[config.mk]
export PLATFORM = sky130hd
export DESIGN_NAME = instr_fetch_unit
export DESIGN_NICKNAME = d
export VERILOG_FILES = /design/src/rtl/fetch_pkg.sv /design/src/rtl/fetch_fifo.sv /design/src/rtl/instr_fetch_unit.sv
export SDC_FILE = /design/constraint.sdc
export NUM_CORES = 1
export LEC_CHECK = 0
export ABC_AREA = 1
export CAP_MARGIN = 20
export CORE_MARGIN = 4
export CORE_UTILIZATION = 45
export DETAILED_ROUTE_END_ITERATION = 10
export MAX_ROUTING_LAYER = met4
export PLACE_DENSITY_LB_ADDON = 0.2
export SLEW_MARGIN = 10
export SYNTH_ARGS = -nofsm -noshare
export SYNTH_HDL_FRONTEND = slang
export SYNTH_HIERARCHICAL = 1
export SYNTH_SLANG_ARGS = --single-unit
[constraint.sdc]
create_clock -name Clk -period 9.9 [get_ports Clk]
set_clock_uncertainty 0.05 [all_clocks]
set_input_delay 1.485 -clock Clk [delete_from_list [all_inputs] [get_ports Clk]]
set_output_delay 1.485 -clock Clk [all_outputs]
set_load 0.01 [all_outputs]
[src/rtl/fetch_pkg.sv]
// Shared types and constants for the instruction fetch stage.
//   fetchState_t : fetch control states (RST, RUN, FLUSH)
//   fetchEntry_t : one buffered instruction word plus its fetch address
//   alignWord()  : clears the byte-offset bits of an address
package fetch_pkg;

  localparam int unsigned XLEN       = 32;
  localparam int unsigned WORD_BYTES = 4;

  localparam logic [XLEN-1:0] PC_RESET_DEFAULT = 32'h0000_0000;

  typedef enum logic [1:0] {
    RST   = 2'd0,
    RUN   = 2'd1,
    FLUSH = 2'd2
  } fetchState_t;

  typedef struct packed {
    logic [XLEN-1:0] instr;
    logic [XLEN-1:0] pc;
  } fetchEntry_t;

  // Force an address onto a word boundary.
  function automatic logic [XLEN-1:0] alignWord(input logic [XLEN-1:0] addr);
    return addr & ~XLEN'(WORD_BYTES - 1);
  endfunction

endpackage

[src/rtl/fetch_fifo.sv]
// Small synchronous FIFO buffering fetched words with their PCs.
// Ports:
//   Clk, Reset      : clock, synchronous active-low reset
//   flush           : drop all entries (wins over push/pop)
//   push, pushData  : write one entry
//   pop             : consume the head entry (ignored when empty)
//   head, headValid : registered head entry and its valid flag
//   count           : current occupancy
module fetch_fifo
  import fetch_pkg::*;
#(
  parameter int unsigned DEPTH = 2
) (
  input  logic                     Clk,
  input  logic                     Reset,
  input  logic                     flush,
  input  logic                     push,
  input  fetchEntry_t              pushData,
  input  logic                     pop,
  output fetchEntry_t              head,
  output logic                     headValid,
  output logic [$clog2(DEPTH):0]   count
);

  localparam int unsigned PTR_W = $clog2(DEPTH);
  localparam int unsigned CNT_W = PTR_W + 1;

  fetchEntry_t       mem [DEPTH];
  logic [PTR_W-1:0]  rdPtr;
  logic [PTR_W-1:0]  wrPtr;
  logic [PTR_W-1:0]  rdPtrNext;
  logic [CNT_W-1:0]  countNext;
  logic              doPop;
  fetchEntry_t       headNext;

  // Next-state of pointers/count and the entry that will sit at the head.
  always_comb begin
    doPop     = pop && (count != '0);
    rdPtrNext = doPop ? rdPtr + PTR_W'(1) : rdPtr;
    countNext = count + CNT_W'(push) - CNT_W'(doPop);
    // A word pushed into the slot that becomes head bypasses the array.
    headNext  = (push && (wrPtr == rdPtrNext)) ? pushData : mem[rdPtrNext];
  end

  // Storage array; no reset needed, validity is tracked by count.
  always_ff @(posedge Clk) begin
    if (Reset && !flush && push) begin
      mem[wrPtr] <= pushData;
    end
  end

  // Pointers, occupancy and registered head.
  always_ff @(posedge Clk) begin
    if (!Reset) begin
      rdPtr     <= '0;
      wrPtr     <= '0;
      count     <= '0;
      headValid <= 1'b0;
      head      <= '0;
    end else if (flush) begin
      rdPtr     <= '0;
      wrPtr     <= '0;
      count     <= '0;
      headValid <= 1'b0;
    end else begin
      if (push) begin
        wrPtr <= wrPtr + PTR_W'(1);
      end
      rdPtr     <= rdPtrNext;
      count     <= countNext;
      headValid <= (countNext != '0);
      if (countNext != '0) begin
        head <= headNext;
      end
    end
  end

  // The requester never lets occupancy plus in-flight exceed DEPTH.
  noPushWhenFull: assert property (@(posedge Clk) disable iff (!Reset)
    !(push && !flush && (count == CNT_W'(DEPTH))));

endmodule

[src/rtl/instr_fetch_unit.sv]
// Instruction fetch stage: owns the fetch PC, issues one-word reads to
// instruction memory and buffers returned words for decode.
// Ports:
//   Clk, Reset          : clock, synchronous active-low reset
//   Redirect/_PC        : load new fetch PC and flush everything in flight
//   Imem_Req/_Addr      : memory read request (combinational)
//   Imem_RdData         : read data, one cycle after an accepted request
//   Instr/_PC/_Valid    : registered head instruction towards decode
//   Instr_Ready         : decode accepts the head this cycle
module instr_fetch_unit
  import fetch_pkg::*;
#(
  parameter logic [XLEN-1:0] PC_RESET = PC_RESET_DEFAULT,
  parameter int unsigned     DEPTH    = 2
) (
  input  logic            Clk,
  input  logic            Reset,
  input  logic            Redirect,
  input  logic [XLEN-1:0] Redirect_PC,
  output logic            Imem_Req,
  output logic [XLEN-1:0] Imem_Addr,
  input  logic [XLEN-1:0] Imem_RdData,
  output logic [XLEN-1:0] Instr,
  output logic [XLEN-1:0] Instr_PC,
  output logic            Instr_Valid,
  input  logic            Instr_Ready
);

  localparam int unsigned CNT_W = $clog2(DEPTH) + 1;

  fetchState_t      state;
  fetchState_t      stateNext;
  logic [XLEN-1:0]  fpc;
  logic             inFlight;
  logic [XLEN-1:0]  inFlightPc;
  logic [CNT_W-1:0] occ;
  logic [CNT_W:0]   pending;
  logic             pop;
  logic             push;
  logic             redirectTake;
  fetchEntry_t      headEntry;
  fetchEntry_t      pushEntry;

  assign pop     = Instr_Valid & Instr_Ready;
  // Slots that will be committed after this edge if nothing new is requested.
  assign pending = (CNT_W+1)'(occ) + (CNT_W+1)'(inFlight) - (CNT_W+1)'(pop);
  // A redirect kills the response arriving this cycle.
  assign push    = inFlight & ~redirectTake;

  assign pushEntry = '{instr: Imem_RdData, pc: inFlightPc};

  // State register.
  always_ff @(posedge Clk) begin
    if (!Reset) begin
      state <= RST;
    end else begin
      state <= stateNext;
    end
  end

  // Next state and memory request.
  always_comb begin
    stateNext    = state;
    Imem_Req     = 1'b0;
    Imem_Addr    = '0;
    redirectTake = 1'b0;
    case (state)
      RST: begin
        stateNext = RUN;
      end
      RUN: begin
        if (Redirect) begin
          redirectTake = 1'b1;
          stateNext    = FLUSH;
        end else if (pending < (CNT_W+1)'(DEPTH)) begin
          Imem_Req  = 1'b1;
          Imem_Addr = fpc;
        end
      end
      FLUSH: begin
        if (Redirect) begin
          redirectTake = 1'b1;
          stateNext    = FLUSH;
        end else begin
          stateNext = RUN;
        end
      end
      default: begin
        stateNext = RST;
      end
    endcase
  end

  // Fetch PC and the single outstanding response tracker.
  always_ff @(posedge Clk) begin
    if (!Reset) begin
      fpc        <= alignWord(PC_RESET);
      inFlight   <= 1'b0;
      inFlightPc <= '0;
    end else begin
      inFlight <= Imem_Req;
      if (redirectTake) begin
        fpc <= alignWord(Redirect_PC);
      end else if (Imem_Req) begin
        fpc        <= fpc + XLEN'(WORD_BYTES);
        inFlightPc <= fpc;
      end
    end
  end

  fetch_fifo #(
    .DEPTH (DEPTH)
  ) u_fifo (
    .Clk       (Clk),
    .Reset     (Reset),
    .flush     (redirectTake),
    .push      (push),
    .pushData  (pushEntry),
    .pop       (pop),
    .head      (headEntry),
    .headValid (Instr_Valid),
    .count     (occ)
  );

  assign Instr    = headEntry.instr;
  assign Instr_PC = headEntry.pc;

endmodule

Word-level counts from Yosys, hierarchy flattened
Memories as Yosys holds them, arrays and structs flattened. A register that Yosys moved wholly into a read port is not among the register bits.
Index checks and enable logic that the tools add are counted.
{"block": "word_totals", "register_bits": 72, "ramBits": 128, "inputBits": 68, "out_inout_bits": 98, "word_cells": 54, "n_memories": 1}
{"memory": "u_fifo.mem", "words": 2, "word_bits": 64, "read_ports": 1, "rd_clocked_by_memory_dff": 1, "wr": 1, "line": "fetch_fifo.sv:28", "source": "fetchEntry_t mem [DEPTH];"}
{"block": "op_classes", "add_sub_neg": 7, "n_lt_le_gt_ge": 1, "n_eq_ne": 3, "muxes": 16, "bitwise": 4, "n_reduce_logical": 13}
{"op": "$mux 32", "count": 5}
{"op": "$add 32x3->32 const B", "count": 1}
{"op": "$mux 1", "count": 8}
{"op": "$pmux 2 s3", "count": 1}
{"op": "$reduce_bool 2->1", "count": 3}
{"op": "$mux 2", "count": 2}
{"op": "$reduce_and 2->1", "count": 2}
{"op": "$reduce_or 2->1", "count": 2}
{"op": "$add 2x1->3", "count": 1}
{"op": "$logic_and 1x1->1", "count": 3}
{"op": "$lt 3x2->1 const B", "count": 1}
{"op": "$sub 3x1->3", "count": 1}
{"op": "$add 1x1->1 const B", "count": 2}
{"op": "$add 2x1->2", "count": 1}
{"op": "$and 1x1->1", "count": 2}
{"op": "$eq 2x1->1 const B", "count": 1}
{"op": "$eq 2x2->1 const B", "count": 1}
{"op": "$logic_not 1->1", "count": 2}
{"op": "$logic_not 2->1", "count": 1}
{"op": "$ne 2x2->1 const B", "count": 1}
{"op": "$not 1->1", "count": 2}
{"op": "$sub 2x1->2", "count": 1}

Logic depth before layout (Yosys ltp)
{"block": "depth", "depth_word": 9, "depth_mapped": 16, "mapped_depth_nobuf": 15}

Hierarchy
Netlist, hierarchy kept.
{"mod": "fetch_fifo", "instances": 1, "cells_each": 942, "area_each_um2": 8567.0, "seq_area_each_um2": 5225.0}
{"mod": "instr_fetch_unit", "instances": 1, "cells_each": 548, "area_each_um2": 3646.0, "seq_area_each_um2": 1261.2}

Worst setup path before layout
No wires, ideal clock.
{"block": "synth_timing", "kind": "input to register", "startpoint": "in Redirect", "endpoint": "mem u_fifo/mem[1][0] in the netlist's numbering, enable pin", "setup_ps": 565, "t_arrival_ps": 6575, "t_required_ps": 9285, "slack_ps": 2710, "path_stages": 6, "path_buffers": 1, "path_cell_list": "nand2_1 > inv_1 > buf_2 > nor2_1 > inv_1 > nor3_1"}
{"block": "synth_via", "elab_chain_cells": 7, "elab_cells_between_ends": 9, "classes_between": "mux (4); bitwise (2); reduce/logical (3)"}
{"item": "from (decl)", "line": "instr_fetch_unit.sv:18", "source": "input logic Redirect,"}
{"item": "$mux 1", "line": "instr_fetch_unit.sv:72, instr_fetch_unit.sv:81"}
{"item": "$mux 1"}
{"item": "named net redirectTake", "line": "instr_fetch_unit.sv:40", "source": "logic redirectTake;"}
{"item": "$not 1->1 (no source line)"}
{"item": "$and 1x1->1", "line": "instr_fetch_unit.sv:48", "source": "assign push = inFlight & ~redirectTake;"}
{"item": "named net push", "line": "instr_fetch_unit.sv:39", "source": "logic push;"}
{"item": "$logic_and 1x1->1", "line": "fetch_fifo.sv:47", "source": "if (Reset && !flush && push) begin"}
{"item": "$mux 1", "line": "fetch_fifo.sv:47"}
{"item": "$mux 1 (implied by the code)", "line": "fetch_fifo.sv:48", "source": "mem[wrPtr] <= pushData;"}
{"item": "to (decl)", "line": "fetch_fifo.sv:28"}
The timed path passes the listed nets, and every way through them passes these cells.

Final worst setup path
{"block": "layout_timing", "startpoint": "in Instr_Ready", "endpoint": "out Imem_Addr[9]"}
{"block": "layout_via", "elab_chain_cells": 6}
{"item": "from (decl)", "line": "instr_fetch_unit.sv:26", "source": "input logic Instr_Ready"}
{"item": "$and 1x1->1", "line": "instr_fetch_unit.sv:44", "source": "assign pop = Instr_Valid & Instr_Ready;"}
{"item": "named net pop", "line": "instr_fetch_unit.sv:38", "source": "logic pop;"}
{"item": "$sub 3x1->3", "line": "instr_fetch_unit.sv:46", "source": "assign pending = (CNT_W+1)'(occ) + (CNT_W+1)'(inFlight) - (CNT_W+1)'(pop);"}
{"item": "$lt 3x2->1", "line": "instr_fetch_unit.sv:75", "source": "end else if (pending < (CNT_W+1)'(DEPTH)) begin"}
{"item": "$mux 32", "line": "instr_fetch_unit.sv:75"}
{"item": "$mux 32", "line": "instr_fetch_unit.sv:72", "source": "if (Redirect) begin"}
{"item": "$mux 32", "line": "instr_fetch_unit.sv:67", "source": "case (state)"}
{"item": "to (decl)", "line": "instr_fetch_unit.sv:21", "source": "output logic [XLEN-1:0] Imem_Addr,"}
The timed path passes the listed nets, and every way through them passes these cells.

==> results_dict.tcl <==
set metrics [dict create \
    drc 0 \
    setup_viol 0 \
    rsz0062_at_grt "no" \
    path_delay_family "buffers and inverters" \
    startpoint_type "primary input" \
    worst-path-buf-inv 6 \
    synth_common_cells "nand2_1 (532), nand3_1 (206), inv_1 (159)" \
    diodes 0 \
    finalHoldViolations 0 \
    hold_path.class "flip-flop to flip-flop" \
    yosysWarnings 6 \
    first_iter_violations 628 \
    wl_per_cell_um 15.84 \
    drt_pass1_iterations 5 \
    grt_pass1_wl_um 51330 \
    final_nets 1699 \
    drive_above_1_share 0.07908 \
    cap_violations 0 \
    fill_cells 2469 \
    via_per_inst 5.054 \
    synth_edf_count 128 \
    synth_seq_cells 260 \
    cp_data_required_time_ns 8.37 \
    power.leakage_uw 0.006304 \
    port_buffers 161 \
    tritoncts "done" \
    cts_max_path_buffers 3 \
    cts_resized 0 \
    grt_max_degree 66 \
    critical_path.startpoint "Instr_Ready" \
    synth.avg_cell_area_um2 8.197 \
    grt_overflow 0 \
    r2r-start "state[0]" \
    utilization 0.5533 \
    worst_slew_pin_slew_ns 0.8379 \
    slew_headroom 0.4414 \
    netlist_instances 1490 \
    critPathSlowestCell "clkdlybuf4s50_1" \
    dp.cells 1932 \
    fp.dieW_um 172.7 \
    insertion_delay_ns 0.53 \
    yosysMostFrequentCell "nand2_1" \
    gp_congestion 0.8727 \
    yosysSeqAreaShare 0.5311 \
    synthFlopType "dfxtp_1" \
    setup_tns_ns 0 \
    dieArea_mm2 0.02984 \
    critPathArrivalTime_ns 5.05 \
    ios 166 \
    crit_fanout 31 \
    ir_worst_vdd_mv 0.1371 \
    end_kind "primary output" \
    worst-setup-path-type "primary input to primary output" \
    fp.dieH_um 172.7 \
    drt-total-wl_um 31450 \
    syn_to_final_growth_pct 21.42 \
    path_clk_slew_ns 0.06 \
    yosys.area.top_type_share 0.3147 \
    finalCritPeriodShare 0.6648 \
    ant_nets 0 \
    initial_core_util 0.4557 \
    async_flop_share 0 \
    fin_crit_ns 6.581 \
    power_density_mw_per_mm2 216.3 \
    numCtsBuffers 28 \
    cpPeakStageDelay_ns 0.54 \
    htree_num_levels 1 \
    synth_area_leaders "edfxtp_1 (31%), dfxtp_1 (22%), nand2_1 (16%)" \
    synth_cell_types 40 \
    path_cells "clkdlybuf4s50_1 > nand2_1 > inv_1 > ha_1 > or2_2 > fa_1 > inv_1 > nor2_4 > nand2_4 > inv_2 > nand2_1 > inv_1 > clkdlybuf4s50_1" \
    status "completed" \
    final_cells 1985 \
    std_cell_rows 60 \
    core_area_mm2 0.02680 \
    dp_hpwl_um 19000 \
    yosysTopAreaCell "edfxtp_1" \
    max_freq_mhz 151.9 \
    cpMostUsedCell "inv_1" \
    cts_setup_buffers 0 \
    clock_sinks 260 \
    hold_buffers 0 \
    grt_use_total 0.2127 \
    finalPower_uw 3208 \
    root_buffer "clkbuf_16" \
    mappedNetlistArea_mm2 0.01221 \
    min_from "inFlightPc[13]" \
    antenna_found_initial 0 \
    grt_pass1_vias 9640 \
    route.vias.total 10033 \
    slew_viol_final 0 \
]
[cell type report]
| cell class | instances | area, um^2 | area share |
|---|---|---|---|
| repair buffers | 175 | 1718 | 0.1158 |
| clock inverters | 16 | 158.9 | 0.01072 |
| multi-input cells | 990 | 4618 | 0.3114 |
| flip-flops and latches | 260 | 6486 | 0.4374 |
| inverters | 167 | 629.4 | 0.04244 |
| well taps | 341 | 426.7 | 0.02877 |
| clock buffers | 36 | 792.0 | 0.05341 |
[registers in the layout, summed over array words and instances, names as in the netlist]
register	cells
fpc	30
u_fifo/rdPtr	1
inFlightPc	30
state	2
u_fifo/mem	128
u_fifo/count	2
u_fifo/head	64
u_fifo/wrPtr	1
u_fifo/headValid	1
inFlight	1
[per-layer routing]
layer  vias up  global-route usage  wire length [um]
met5         -                   -                 0
met4         0             0.04357               361
met3        31             0.02973              2017
met2       316              0.3343             14240
met1      4672              0.2983             14830
li1       5014                   -                 -
[cell families (layout without fill, tap and decap cells)]
family	after synthesis	in the layout	synth area share
AND/OR/NAND/NOR	872	872	0.3171
flip-flops	260	260	0.5311
buffers and inverters	247	394	0.09456
AO/OA/AOI/OAI	92	92	0.04067
adder cells (fa/ha/maj)	9	9	0.009835
XOR/XNOR	9	9	0.006454
other	1	8	0.0003071
[worst reg2reg max path, cell delays in order, from the launching register on]
cell and delay [ns]:
dfxtp_1 0.39, inv_1 0.10, ha_1 0.30, nand2_1 0.06, buf_4 0.34, inv_1 0.09, buf_4 0.24, nor2_1 0.22
inv_1 0.14, nor3_2 0.56, buf_6 0.23, buf_4 0.62
[worst paths after layout]
path | end | slack, ns | cells past startpoint
setup / recovery | Imem_Addr[9] | 3.32 | 13
hold reg to reg | u_fifo/mem[0][13] | 0.43 | 0
setup reg to reg | u_fifo/mem[1][56] | 6.12 | 11
hold / removal | u_fifo/mem[0][13] | 0.43 | 0
[layout by cell type, fill, tap and decap left out, types with 9 or more instances in the layout]
master,n
a21oi_1,48
buf_4,14
clkbuf_16,29
clkdlybuf4s50_1,160
dfxtp_1,132
edfxtp_1,128
inv_1,158
nand2_1,531
nand2_2,9
nand3_1,206
nand3_2,15
nor2_1,63
nor2_4,20
o21ai_0,27
[metrics by stage]
stage | cell area (um^2) | hold slack [ns] | setup WS (ns)
after floorplan | 12240 | 0.3930 | 2.710
after CTS | 14820 | 0.4293 | 3.294
after detailed placement | 13870 | 0.4171 | 3.306
after global routing | 14830 | 0.4469 | 3.108
final | 14830 | 0.4254 | 3.319
after global placement | 13870 | 0.4124 | 3.359
[power by group]
part           total, uW  internal, uW  switching [uW]
Sequential          1370          1270            97.5
Clock               1060           641             423
Combinational        779           321             458
Total               3210          2230             978
Power figures use the tool's default switching activity.
